--- src/rtl/pkt_serializer.sv ---
// Node-side transmit stage: queues 32-bit packets and serializes each into
// four 8-bit beats on the put/payload link, gated by the router's free signal.
`timescale 1ns/1ps
module pkt_serializer #(
  parameter int DEPTH     = 4,
  parameter int MSB_FIRST = 1
) (
  input  logic                       clk,
  input  logic                       rst_b,
  input  logic [31:0]                pkt_in,
  input  logic                       pkt_in_avail,
  output logic                       pkt_in_read,
  input  logic                       free_out,
  output logic                       put_out,
  output logic [7:0]                 payload_out,
  output logic                       busy,
  output logic [$clog2(DEPTH+1)-1:0] count
);

  localparam int CW = $clog2(DEPTH + 1);
  localparam int PW = (DEPTH > 1) ? $clog2(DEPTH) : 1;

  typedef enum logic {IDLE, SEND} state_t;

  state_t        state_q, state_d;
  logic [1:0]    idx_q, idx_d;
  logic [31:0]   sreg_q, sreg_d;
  logic          put_d;
  logic [7:0]    payload_d;
  logic [31:0]   mem [DEPTH];
  logic [PW-1:0] wr_ptr, rd_ptr;
  logic          full, push, pop, can_start, in_gap;

  function automatic logic [7:0] pick(input logic [31:0] p, input logic [1:0] k);
    logic [1:0] s;
    s = (MSB_FIRST != 0) ? ~k : k;
    case (s)
      2'd0:    pick = p[7:0];
      2'd1:    pick = p[15:8];
      2'd2:    pick = p[23:16];
      default: pick = p[31:24];
    endcase
  endfunction

  function automatic logic [PW-1:0] ptr_inc(input logic [PW-1:0] p);
    return (p == PW'(DEPTH - 1)) ? '0 : p + 1'b1;
  endfunction

  assign full        = (count == CW'(DEPTH));
  assign pkt_in_read = pkt_in_avail && !full && !rst_b;
  assign push        = pkt_in_read;
  assign busy        = (state_q == SEND);

  // A new packet may start from IDLE or in the cycle carrying beat 3
  // (idx wrapped to 0), which gives gapless back-to-back packets.
  assign can_start = (count != '0) && free_out;
  assign in_gap    = (state_q == IDLE) || (idx_q == 2'd0);

  always_comb begin
    state_d   = state_q;
    idx_d     = idx_q;
    sreg_d    = sreg_q;
    put_d     = 1'b0;
    payload_d = '0;
    pop       = 1'b0;
    if (in_gap && can_start) begin
      pop       = 1'b1;
      sreg_d    = mem[rd_ptr];
      put_d     = 1'b1;
      payload_d = pick(mem[rd_ptr], 2'd0);
      state_d   = SEND;
      idx_d     = 2'd1;
    end else if (state_q == SEND && idx_q != 2'd0) begin
      put_d     = 1'b1;
      payload_d = pick(sreg_q, idx_q);
      idx_d     = idx_q + 2'd1;
    end else begin
      state_d = IDLE;
      idx_d   = 2'd0;
    end
  end

  always_ff @(posedge clk or posedge rst_b) begin
    if (rst_b) begin
      state_q     <= IDLE;
      idx_q       <= '0;
      sreg_q      <= '0;
      put_out     <= 1'b0;
      payload_out <= '0;
      wr_ptr      <= '0;
      rd_ptr      <= '0;
      count       <= '0;
    end else begin
      state_q     <= state_d;
      idx_q       <= idx_d;
      sreg_q      <= sreg_d;
      put_out     <= put_d;
      payload_out <= payload_d;
      if (push) wr_ptr <= ptr_inc(wr_ptr);
      if (pop)  rd_ptr <= ptr_inc(rd_ptr);
      case ({push, pop})
        2'b10:   count <= count + 1'b1;
        2'b01:   count <= count - 1'b1;
        default: count <= count;
      endcase
    end
  end

  always_ff @(posedge clk) begin
    if (push) mem[wr_ptr] <= pkt_in;
  end

endmodule

--- config.mk ---
export PLATFORM = sky130hd
export DESIGN_NAME = pkt_serializer
export DESIGN_NICKNAME = d
export VERILOG_FILES = /design/src/rtl/pkt_serializer.sv
export SDC_FILE = /design/constraint.sdc
export NUM_CORES = 1
export LEC_CHECK = 0
export ABC_AREA = 1
export CORE_MARGIN = 3
export CORE_UTILIZATION = 29
export DETAILED_ROUTE_END_ITERATION = 12
export PLACE_DENSITY_LB_ADDON = 0.08
export SLEW_MARGIN = 20
export SYNTH_ARGS = -nofsm -noshare
export SYNTH_HDL_FRONTEND = slang
export SYNTH_SLANG_ARGS = --single-unit
--- constraint.sdc ---
create_clock -name clk -period 3.9 [get_ports clk]
set_clock_uncertainty 0.2 [all_clocks]
set_input_delay 1.17 -clock clk [delete_from_list [all_inputs] [get_ports clk]]
set_output_delay 1.17 -clock clk [all_outputs]
set_load 0.01 [all_outputs]
==> summary.md <==
| Metric | Value |
|---|---|
| Status | finished clean |
| Htree depth | 4 |
| Post-synthesis sequential area ratio | 0.662 |
| Routing usage on met3 | 0.0267 |
| Area delta synth->final | 19.1% |
| Final Non-Filler Cells | 1135 |
| I/O pin count | 50 |
| Sw Share | 0.356 |
| Vias per std cell | 4.20 |
| Fin Setup TNS | 0 ps |
| RSZ-0062 raised after global routing | no |
| Worst Setup End Kind | output port |
| Sink Count | 171 |
| Initial Util | 0.300 |
| Max Cap Violations | 0 |
| Initial antenna violation count | 0 |
| Largest net degree at the start of global routing | 68 |
| CP Launch Type | input port |
| Post-CTS Setup Bufs | 0 |
| Crit path DAT | 2400 ps |
| Ant diodes | 0 |
| #FFs+latches synth | 171 |
| Post-cts resize count | 0 |
| Rel. slew slack | 0.458 |
| Net total in the final layout | 845 |
| CP Data Required Time | 2530 ps |
| Met2 Usage GRT | 0.207 |
| Setup violators final | 0 |
| FILL cells | 2453 |
| Final instance area | 8850 um2 |
| GRT busiest layer | met2 |
| Initial DRT Pass Iterations | 4 |
| Flop pwr share | 0.414 |
| Final wirelength | 16400 um |
| Clk buf depth | 2 |
| Fmax | 266 MHz |
| Fin crit share | 0.966 |
| WL/cell | 14.4 um |
| Share of layout cells above drive strength 1 | 0.0678 |
| VDD IR-drop max | 0.277 mV |
| Drt drc | 0 |
| Post-DRT Antenna Nets | 0 |
| Measured slew at the worst slew-check pin | 812 ps |
| Area post-placement | 8300 um2 |
| Unique masters post-synth | 21 |
| Met1 GRT Util | 0.162 |
| DR vias | 4768 |
| Hold Path Class | reg2reg |
| Internal power | 3.87 mW |
| Mean Syn Cell Area | 9.92 um2 |
| Dpl cells | 1103 |
| Syn Nets | 796 |
| Routability cong. | 0.785 |
| Post-synthesis cell area | 7430 um2 |
| Leak | 4.03 nW |
| Clk_lat worst skew | 410 ps |
| Num CTS Buffers | 17 |
| First DRT Iteration DRCs | 269 |
| Crit path kind | in2out |
| Die X | 166 um |
| Combinational share of power | 0.328 |
| Total Routing Usage GR | 0.124 |
| Yosys warns | 0 |
| Port bufs | 49 |
| Remaining global-route overflow | 0 |
| Pins Over Slew Limit | 0 |
| Sw power | 2.14 mW |
| Hold Buf Count CTS | 0 |
| Power Density | 678 nW/um2 |
| Clock Power Share | 0.258 |
| Clock transition at path regs | 60 ps |
| Number of global-route vias before repair | 4887 |
| CTS tree | yes |
| First-pass GRT wire length | 26600 um |
| Die extent in y | 166 um |
| Critical path fanouts, max | 2 |
| Mapped Cells | 749 |
| Tmin final | 3770 ps |
| Clock root buffer | clkbuf_16 |
| Core Rows | 57 |
| Final hold vios | 0 |
| Die ar. | 27600 um2 |
| Core footprint | 24700 um2 |
| DP Wirelength | 9520 um |
| Final Hold Slack | 293 ps |
| Total power | 6.00 mW |
[cells in the final DEF (no fill, tap or decap)]
cell type        count
buf_12               4
buf_4                7
clkbuf_1             2
clkbuf_16           17
clkbuf_8             4
clkdlybuf4s50_1     49
clkinv_1             2
clkinv_4             2
clkinvlp_4           5
dfrtp_1             42
dfrtp_2              1
edfxtp_1           128
fa_1                 1
ha_1                10
inv_1              146
inv_4                1
inv_6                1
nand2_1            296
nand2_2              5
nand3_1             72
nand3_2              2
nand3b_1             1
nor2_1               3
nor2_2               1
nor2_4               4
nor2_8               1
o21ai_0              2
xnor2_1              1
xor2_1               1
[cell type report]
type / count / area [um2] / share of cell area
Sequential cell: 171 / 4920 / 0.556
Clock inverter: 9 / 63.8 / 0.00721
Clock buffer: 23 / 488 / 0.0551
Inverter: 148 / 562 / 0.0635
Timing Repair Buffer: 60 / 623 / 0.0704
Tap cell: 324 / 405 / 0.0458
Multi-Input combinational cell: 400 / 1790 / 0.202
[kinds of logic (layout without fill, tap and decap cells)]
group | after synthesis | count (layout) | synth area share
simple gates | 385 | 385 | 0.213
buf+inv | 178 | 240 | 0.102
flops | 171 | 171 | 0.662
fa+ha+maj | 11 | 11 | 0.0195
xor+xnor | 2 | 2 | 0.00236
compound gates | 2 | 2 | 0.00135
[metal layers]
layer	vias up	share of wire
li1	2403	-
met1	2282	0.48
met2	72	0.48
met3	11	0.029
met4	0	0.011
met5	-	0
[cell usage after synthesis]
| cell | n | area (um2) |
|---|---|---|
| nor2_1 | 7 | 26.3 |
| ha_1 | 10 | 125 |
| buf_2 | 16 | 80.1 |
| xor2_1 | 1 | 8.76 |
| inv_2 | 1 | 3.75 |
| nand3b_1 | 1 | 7.51 |
| edfxtp_1 | 128 | 3840 |
| xnor2_1 | 1 | 8.76 |
| o21ai_0 | 2 | 10.0 |
| nand3_1 | 72 | 360 |
| nor2_8 | 1 | 20.0 |
| nor2_2 | 1 | 6.26 |
| nand3_2 | 2 | 20.0 |
| buf_6 | 7 | 78.8 |
| dfrtp_1 | 43 | 1080 |
| nand2_2 | 5 | 31.3 |
| nand2_1 | 296 | 1110 |
| inv_1 | 147 | 552 |
| clkbuf_1 | 3 | 11.3 |
| fa_1 | 1 | 20.0 |
| buf_4 | 4 | 30.0 |
[worst paths after layout]
check	startpoint	endpoint	slack, ps	cells past startpoint
min reg2reg	sreg_q[9]$_DFFE_PP0P_	sreg_q[9]$_DFFE_PP0P_	290	2
min in group asynchronous	rst_b	count[1]$_DFFE_PP0P_	1110	3
min	sreg_q[9]$_DFFE_PP0P_	sreg_q[9]$_DFFE_PP0P_	290	2
max in group asynchronous	rst_b	rd_ptr[0]$_DFFE_PP0P_	1950	3
max	rst_b	pkt_in_read	130	5
max reg2reg	idx_q[0]$_DFF_PP0_	count[1]$_DFFE_PP0P_	1600	8
[power by group through the flow]
stage	clock network, mW	registers [mW]	logic, mW
2_1_floorplan	0	2.50	1.40
3_3_place_gp	0	2.51	2.00
3_5_place_dp	0	2.53	2.02
4_1_cts	1.61	2.49	2.03
5_1_grt	1.68	2.52	2.29
6_report	1.55	2.48	1.97
[critical path, stage by stage]
cell and delay [ps]:
clkdlybuf4s50_1 440, clkinvlp_4 90, nand3_2 80, inv_1 70, clkdlybuf4s50_1 530
[metrics by stage]
stage                     setup slack [ps]   util
after global routing                  69.0  0.358
after global placement                 128  0.335
after CTS                              122  0.358
final                                  134  0.358
after floorplan                        217      -
after detailed placement               124  0.335
[flip-flops by register name, indices dropped and copies added, names as in the netlist]
name         flops
sreg_q          24
payload_out      8
busy             1
rd_ptr           2
idx_q            2
mem            128
wr_ptr           2
put_out          1
count            3
(Power assumes the default switching activity.)
